File: src/rtl/dma_line_bridge.sv
// dma_line_bridge: host word port to Avalon-MM master with one line of
// read buffering, write-through, read-beat timeout and activity LED.
module dma_line_bridge #(
  parameter int DW       = 32,
  parameter int AW       = 32,
  parameter int LINE     = 8,
  parameter int TIMEOUT  = 4096,
  parameter int LED_HOLD = 4500000
) (
  input  logic            clk_sys,
  input  logic            reset,
  input  logic            dma_rd,
  input  logic            dma_wr,
  input  logic [AW-1:0]   dma_addr,
  input  logic [DW-1:0]   dma_dout,
  output logic [DW-1:0]   dma_din,
  output logic            ioctl_wait,
  input  logic            cache_inv,
  output logic            err,
  input  logic            err_clr,
  output logic            act_led,
  output logic [AW-1:0]   avm_address,
  output logic            avm_read,
  output logic            avm_write,
  output logic [DW-1:0]   avm_writedata,
  output logic [DW/8-1:0] avm_byteenable,
  output logic [7:0]      avm_burstcount,
  input  logic            avm_waitrequest,
  input  logic [DW-1:0]   avm_readdata,
  input  logic            avm_readdatavalid
);
  localparam int BW  = DW / 8;
  localparam int OFS = $clog2(BW);
  localparam int LW  = $clog2(LINE);
  localparam int TW  = AW - OFS - LW;
  localparam int TCW = $clog2(TIMEOUT + 1);
  localparam int LCW = $clog2(LED_HOLD + 2);

  typedef enum logic [1:0] {
    IDLE, RD_REQ, RD_DATA, WR_REQ
  } state_t;

  state_t          state_q, state_d;
  logic [DW-1:0]   line_q [LINE];
  logic [DW-1:0]   line_d [LINE];
  logic [TW-1:0]   tag_q, tag_d;
  logic [TW-1:0]   rtag_q, rtag_d;
  logic [LW-1:0]   ridx_q, ridx_d;
  logic [LW-1:0]   beat_q, beat_d;
  logic            valid_q, valid_d;
  logic            inv_q, inv_d;
  logic            wait_q, wait_d;
  logic            err_q, err_d;
  logic [DW-1:0]   din_q, din_d;
  logic [TCW-1:0]  to_q, to_d;
  logic [LCW-1:0]  led_q, led_d;
  logic [AW-1:0]   addr_q, addr_d;
  logic            rd_q, rd_d;
  logic            wr_q, wr_d;
  logic [DW-1:0]   wdata_q, wdata_d;
  logic [BW-1:0]   be_q, be_d;
  logic [7:0]      bc_q, bc_d;

  logic [TW-1:0]   in_tag;
  logic [LW-1:0]   in_idx;
  logic            hit;
  logic            unused_lsb;

  assign in_tag     = dma_addr[AW-1:OFS+LW];
  assign in_idx     = dma_addr[OFS+LW-1:OFS];
  assign hit        = valid_q && (tag_q == in_tag);
  assign unused_lsb = ^dma_addr[OFS-1:0];

  always_comb begin
    state_d = state_q;
    line_d  = line_q;
    tag_d   = tag_q;
    rtag_d  = rtag_q;
    ridx_d  = ridx_q;
    beat_d  = beat_q;
    valid_d = valid_q;
    inv_d   = inv_q;
    wait_d  = wait_q;
    err_d   = err_q & ~err_clr;
    din_d   = din_q;
    to_d    = to_q;
    addr_d  = addr_q;
    rd_d    = rd_q;
    wr_d    = wr_q;
    wdata_d = wdata_q;
    be_d    = be_q;
    bc_d    = bc_q;
    unique case (state_q)
      IDLE: begin
        if (dma_wr) begin
          state_d = WR_REQ;
          wait_d  = 1'b1;
          wr_d    = 1'b1;
          bc_d    = 8'd1;
          be_d    = '1;
          wdata_d = dma_dout;
          addr_d  = {dma_addr[AW-1:OFS], {OFS{1'b0}}};
          if (hit) line_d[in_idx] = dma_dout;
        end else if (dma_rd) begin
          if (hit) begin
            din_d = line_q[in_idx];
          end else begin
            state_d = RD_REQ;
            wait_d  = 1'b1;
            rd_d    = 1'b1;
            bc_d    = 8'(LINE);
            addr_d  = {in_tag, {(OFS+LW){1'b0}}};
            rtag_d  = in_tag;
            ridx_d  = in_idx;
            inv_d   = 1'b0;
          end
        end
      end
      RD_REQ: begin
        if (!avm_waitrequest) begin
          rd_d    = 1'b0;
          state_d = RD_DATA;
          beat_d  = '0;
          to_d    = '0;
        end
      end
      RD_DATA: begin
        to_d = to_q + 1'b1;
        if (avm_readdatavalid) begin
          line_d[beat_q] = avm_readdata;
          beat_d = beat_q + 1'b1;
          to_d   = '0;
          if (beat_q == LW'(LINE-1)) begin
            tag_d   = rtag_q;
            valid_d = !inv_q;
            // requested word may be arriving right now
            din_d   = (ridx_q == LW'(LINE-1)) ?
                      avm_readdata : line_q[ridx_q];
            wait_d  = 1'b0;
            state_d = IDLE;
          end
        end else if (to_q == TCW'(TIMEOUT-1)) begin
          err_d   = 1'b1;
          din_d   = '1;
          valid_d = 1'b0;
          wait_d  = 1'b0;
          state_d = IDLE;
        end
      end
      WR_REQ: begin
        if (!avm_waitrequest) begin
          wr_d    = 1'b0;
          be_d    = '0;
          wait_d  = 1'b0;
          state_d = IDLE;
        end
      end
      default: state_d = IDLE;
    endcase
    // a line in flight still returns data but is never marked valid
    if (cache_inv) begin
      valid_d = 1'b0;
      if (state_q == RD_REQ || state_q == RD_DATA) inv_d = 1'b1;
    end
    if (wait_q) led_d = LCW'(LED_HOLD);
    else if (led_q != '0) led_d = led_q - 1'b1;
    else led_d = led_q;
  end

  always_ff @(posedge clk_sys) begin
    if (reset) begin
      state_q <= IDLE;
      tag_q   <= '0;
      rtag_q  <= '0;
      ridx_q  <= '0;
      beat_q  <= '0;
      valid_q <= 1'b0;
      inv_q   <= 1'b0;
      wait_q  <= 1'b0;
      err_q   <= 1'b0;
      din_q   <= '0;
      to_q    <= '0;
      led_q   <= '0;
      addr_q  <= '0;
      rd_q    <= 1'b0;
      wr_q    <= 1'b0;
      wdata_q <= '0;
      be_q    <= '0;
      bc_q    <= '0;
    end else begin
      state_q <= state_d;
      line_q  <= line_d;
      tag_q   <= tag_d;
      rtag_q  <= rtag_d;
      ridx_q  <= ridx_d;
      beat_q  <= beat_d;
      valid_q <= valid_d;
      inv_q   <= inv_d;
      wait_q  <= wait_d;
      err_q   <= err_d;
      din_q   <= din_d;
      to_q    <= to_d;
      led_q   <= led_d;
      addr_q  <= addr_d;
      rd_q    <= rd_d;
      wr_q    <= wr_d;
      wdata_q <= wdata_d;
      be_q    <= be_d;
      bc_q    <= bc_d;
    end
  end

  assign dma_din        = din_q;
  assign ioctl_wait     = wait_q;
  assign err            = err_q;
  assign act_led        = wait_q | (led_q != '0);
  assign avm_address    = addr_q;
  assign avm_read       = rd_q;
  assign avm_write      = wr_q;
  assign avm_writedata  = wdata_q;
  assign avm_byteenable = be_q;
  assign avm_burstcount = bc_q;
endmodule

File: config.mk
export PLATFORM = sky130hd
export DESIGN_NAME = dma_line_bridge
export DESIGN_NICKNAME = d
export VERILOG_FILES = /design/src/rtl/dma_line_bridge.sv
export SDC_FILE = /design/constraint.sdc
export NUM_CORES = 1
export LEC_CHECK = 0
export ABC_CLOCK_PERIOD_IN_PS = 3600
export BUFFER_PORTS_ARGS = -buffer_cell sky130_fd_sc_hd__buf_2
export CELL_PAD_IN_SITES_DETAIL_PLACEMENT = 0
export CELL_PAD_IN_SITES_GLOBAL_PLACEMENT = 1
export CORE_ASPECT_RATIO = 0.75
export CORE_MARGIN = 2
export CORE_UTILIZATION = 30
export CTS_BUF_LIST = sky130_fd_sc_hd__clkbuf_2
export CTS_CLUSTER_SIZE = 10
export DETAILED_ROUTE_END_ITERATION = 10
export GPL_TIMING_DRIVEN = 0
export PLACE_DENSITY = 0.65
export SKIP_CTS_REPAIR_TIMING = 1
export SYNTH_ARGS = -nofsm -noshare
export SYNTH_HDL_FRONTEND = slang
export SYNTH_SLANG_ARGS = --single-unit
File: constraint.sdc
create_clock -name clk_sys -period 3.6 [get_ports clk_sys]
set_input_delay 0.72 -clock clk_sys [delete_from_list [all_inputs] [get_ports clk_sys]]
set_output_delay 0.72 -clock clk_sys [all_outputs]
set_load 0.05 [all_outputs]
# --- After elaboration in Yosys (flattened, before gate mapping) ---
# Index checks and enable logic that the tools add are counted.
op_classes:
  addsub: 3
  n_mul: 0
  div_mod_pow: 0
  order_cmp: 5
  n_eq_ne: 21
  n_shift: 0
  muxes: 73
  bitwise_logic: 9
  reduce_logical: 30
op_table:
  columns: ["cell", "n"]
  rows:
  - ["256-bit 2-to-1 mux", 3]
  - ["256-bit bitwise mux", 2]
  - ["32-bit 2-to-1 mux", 16]
  - ["256-bit case mux with 2 select lines", 1]
  - ["32-bit binary-select mux with 3-bit select", 2]
  - ["32-bit demux with 3-bit select", 2]
  - ["32-bit case mux with 2 select lines", 1]
  - ["23-bit 2-to-1 mux", 2]
  - ["27-bit equality test", 1]
  - ["13-bit 2-to-1 mux", 2]
  - ["13-bit case mux with 2 select lines", 1]
  - ["8-bit 2-to-1 mux", 3]
  - ["23-bit nonzero test", 1]
  - ["23-bit by 1-bit subtractor with 23-bit output, second input constant", 1]
  - ["1-bit 2-to-1 mux", 20]
  - ["2-bit != test, second input constant", 9]
  - ["6-bit AND reduction", 3]
  - ["2-bit 2-to-1 mux", 8]
  - ["3-bit AND reduction", 5]
  - ["2-bit nonzero test", 7]
  - ["13-bit by 1-bit adder with 13-bit output, second input constant", 1]
  - ["13-bit by 12-bit equality test with 1-bit output, second input constant", 1]
  - ["4-bit >= comparator, second input constant", 3]
  - ["3-bit != test, second input constant", 4]
  - ["other kinds (26)", 42]
word_totals:
  ff_bits: 468
  latchBits: 0
  ramBits: 0
  mem_bits_ro: 0
  input_bits: 104
  output_inout_bits: 113
  word_cells: 168
  memories: 0

# --- Longest topological paths before layout ---
logic_depth:
  word_depth: 9
  mapped_depth: 9

# --- Worst setup path before layout ---
# Ideal clock, no wire load.
synth_path:
  path_kind: "input to register"
  from: "input port dma_addr[3]"
  to: "register line_q[0] (netlist bit) (enable)"
  t_arrival_ns: 3.430
  t_required_ns: 3.179
  setup_slack_ns: -0.251
  path_stages: 7
  path_buffers: 4
  cell_sequence: "clkbuf_1 -> buf_2 -> buf_2 -> clkbuf_1 -> nand2_1 -> o22a_1 -> nor2_1"
synth_lines:
  columns: ["element", "line_no", "text"]
  rows:
  - ["start, declared", "14", "input logic [AW-1:0] dma_addr,"]
  - ["end signal, assigned", "192", "line_q <= line_d;"]
  - ["end, declared", "44", "logic [DW-1:0] line_q [LINE];"]

# --- Final worst setup path ---
layout_path:
  from: "register state_q[0]"
  to: "register valid_q"
layout_between:
  elab_chain_len: 2
layout_rtl:
  columns: ["element", "line_no", "text"]
  rows:
  - ["start, declared", "43", "state_t state_q, state_d;"]
  - ["start signal, assigned", "191", "state_q <= state_d;"]
  - ["2-bit equality test", "93", "unique case (state_q)"]
  - ["3-bit AND reduction (no source line)", null, null]
  - ["end signal, assigned", "197", "valid_q <= valid_d;"]
  - ["end, declared", "50", "logic valid_q, valid_d;"]
# No other way between the ends.
# A chain may end at the register's enable or synchronous reset.

==> flow_metrics.tcl <==
set metrics [dict create \
    synth_edf_count 256 \
    cellLeakagePower_nw 9.61 \
    grt_max_degree 22 \
    required_ps 4800 \
    finalSetupViolCount 1 \
    synthArstFlopShare 0 \
    reg2reg_slack_ps -30 \
    yosysWarnings 0 \
    avgSynthCellArea_um2 10.9 \
    antenna_found_initial 4 \
    fin_util 0.367 \
    maxUsedRoutingLayer "met5" \
    viasPerCell 5.86 \
    yosys-top-cells-area "edfxtp_1 34%, dfxtp_1 18%, o22ai_1 7.4%" \
    rows 86 \
    place_hpwl_um 68600 \
    first_pass_iters 6 \
    p_seq_frac 0.392 \
    cap_violations 0 \
    p_sw_frac 0.424 \
    worstSetupEndpoint "valid_q" \
    whs_ps -15.9 \
    violations "negative hold slack, negative setup slack" \
    reg2regPathDepth 10 \
    wl_met1_um 41600 \
    grt_pass1_vias 19700 \
    min_period_over_period 1.01 \
    yosysUniqueCellTypes 74 \
    grtUsageTotal 0.253 \
    h-tree-depth 3 \
    p_int_w 0.00907 \
    ir_drop_mv 0.247 \
    drive_gt1_frac 0.234 \
    worst_setup_path_end_kind "flop" \
    ys_seq_area_frac 0.519 \
    grt_pass1_wl_um 140000 \
    fmax_ghz 0.276 \
    crit_path_max_fanout 10 \
    period_minus_slack_ps 3630 \
    place_ws_ps -1330 \
    rsz0062_at_grt "true" \
    cts_root_buf "clkbuf_2" \
    antenna_left 0 \
    r2r-start "state_q[0]" \
    die-area_mm2 0.0773 \
    drt_iter0_markers 2703 \
    numCtsBuffers 118 \
    yosysTopAreaCell "edfxtp_1" \
    finalHoldViolCount 9 \
    cts_buffer_depth 3 \
    status "finished with violations" \
    setup_tns_ps -28.9 \
    yosys.area.top_type_share 0.342 \
    synth-main-ff-cell "edfxtp_1" \
    cts_tree "done" \
    chipWidth_um 320 \
    p_sw_w 0.00666 \
    pwr-share-clk 0.246 \
    p_per_area_mw_per_mm2 580 \
    tightest_slew_ps 1460 \
    slew_violations 0 \
    overflow 0 \
    critical_path_class "reg2reg" \
    synth_area_mm2 0.0225 \
    insertion_delay_ps 1290 \
    totalWireLength_um 101000 \
    ioPinCount 217 \
    fin_ws_ps -28.9 \
    slew_headroom 0.0297 \
    skew_ps 159 \
    route.met3.wl_um 14000 \
    nNetsFinal 2612 \
    drc 0 \
    fp.dieH_um 241 \
    vias 21000 \
    startpoint "state_q[0]" \
    start_kind "flop" \
    netlist_instances 2071 \
    path_clk_slew_ps 120 \
    ys_seq_elements 456 \
    routed-wl-met2_um 41700 \
    syn2layout_area_growth_pct 20.4 \
    power_frac_comb 0.362 \
    wl_per_cell_um 28.3 \
    cts_sinks 456 \
    cp_data_arrival_time_ps 4830 \
    io_buffers 204 \
    core_mm2 0.0738 \
    r2r_end "valid_q" \
    hold_path_class "in2reg" \
    globalplace.congestion 0.970 \
    initial_utilization 0.305 \
]
[flip-flops by register name, indices dropped and copies added, names as in the netlist, 13 cells and up]
signal         count
line_q           256
avm_writedata     32
dma_din           32
avm_address       30
rtag_q            27
tag_q             27
led_q             23
to_q              13
[how the worst min path moves through the flow]
stage	end	slack [ps]	from	cells past startpoint
after CTS	valid_q	-470	cache_inv	2
after floorplan	tag_q[0]	430	rtag_q[0]	2
after global placement	tag_q[19]	440	rtag_q[19]	2
after detailed placement	tag_q[11]	440	rtag_q[11]	2
after global routing	line_q[154]	-9	avm_readdata[26]	3
final	line_q[26]	-20	avm_readdata[26]	3
[area by class of cell]
class / instances / area (um2)
Timing Repair Buffer: 302 / 2110
Antenna cell: 5 / 12.5
Sequential cell: 456 / 11700
Buffer: 224 / 950
Clock buffer: 173 / 866
Fill cell: 7513 / 46700
Clock inverter: 52 / 275
Inverter: 14 / 52.6
Tap cell: 968 / 1210
Multi-Input combinational cell: 1383 / 9930
[cells by family (layout without fill, tap and decap cells)]
logic type,after synthesis,count (layout),share of synthesized area
other,1,13,0.000167
buffers and inverters,239,765,0.0442
adders and majority gates,9,9,0.00500
muxes,183,183,0.123
AOI/OAI and AO/OA,600,600,0.177
and+or+nand+nor,528,528,0.110
DFF,456,456,0.519
xor gates and xnor gates,55,55,0.0214
[cell usage in the layout (no fill, tap or decap), drive strengths merged, types with 15 or more instances in the layout]
cell	Yosys	layout
nand3	23	23
dfxtp	200	200
clkbuf	146	318
a22oi	37	37
mux4	73	73
nand2b	37	37
o22ai	266	266
buf	79	313
o21ai	43	43
mux2i	94	94
xor2	30	30
inv	13	15
nor2	94	94
a211oi	16	16
a21oi	123	123
o211ai	23	23
nor4	19	19
nand2	265	265
dlygate4sd3	0	68
nor2b	17	17
xnor2	25	25
edfxtp	256	256
mux2	16	16
clkinv	1	48
[metrics by stage]
step / total power, W / std cells / hold WS (ps) / cell area [um2]
after floorplan: 0.00984 / 2078 / 431 / 22500
after global placement: 0.0116 / 3250 / 435 / 24800
after detailed placement: 0.0117 / 3259 / 444 / 25000
after CTS: 0.0155 / 3484 / -474 / 26200
after global routing: 0.0164 / 3576 / -9.21 / 27100
final: 0.0157 / 3577 / -15.9 / 27100
[critical path, stage by stage (launching register included)]
cell and delay, ps:
dfxtp_1 360, inv_1 90, ha_1 490, clkbuf_2 500, clkbuf_2 520, clkbuf_2 560, nand2_1 110, o22ai_1 130
a21oi_1 80, nor3_1 150, dlygate4sd3_1 570
[power by group through the flow]
stage               Sequential, W  Combinational, W  Clock, W
finish                    0.00617           0.00569   0.00386
global route              0.00622           0.00599   0.00418
CTS                       0.00617           0.00543   0.00390
detailed placement        0.00628           0.00541         0
global placement          0.00627           0.00533         0
floorplan                 0.00692           0.00292         0
[per-layer routing]
metal	up-vias	GRT usage
li1	8864	-
met1	10300	0.349
met2	1531	0.357
met3	279	0.0935
met4	2	0.0979
met5	-	0
[Yosys cell counts, types with 11 or more instances]
cell	n
a211oi_1	16
xor2_1	30
nor3_1	11
nor2b_1	17
dfxtp_1	200
o211ai_1	22
a22o_1	13
clkbuf_1	146
o21ai_0	38
a21oi_1	123
inv_1	13
o22ai_1	266
nor4_1	18
mux2_2	15
nor2_1	93
xnor2_1	25
buf_2	25
buf_1	39
a22oi_1	37
nand2b_1	37
nand3_1	22
buf_4	12
a221oi_1	12
o41ai_2	13
edfxtp_1	256
mux2i_1	94
nand2_1	263
mux4_2	73
(Power assumes the default switching activity.)
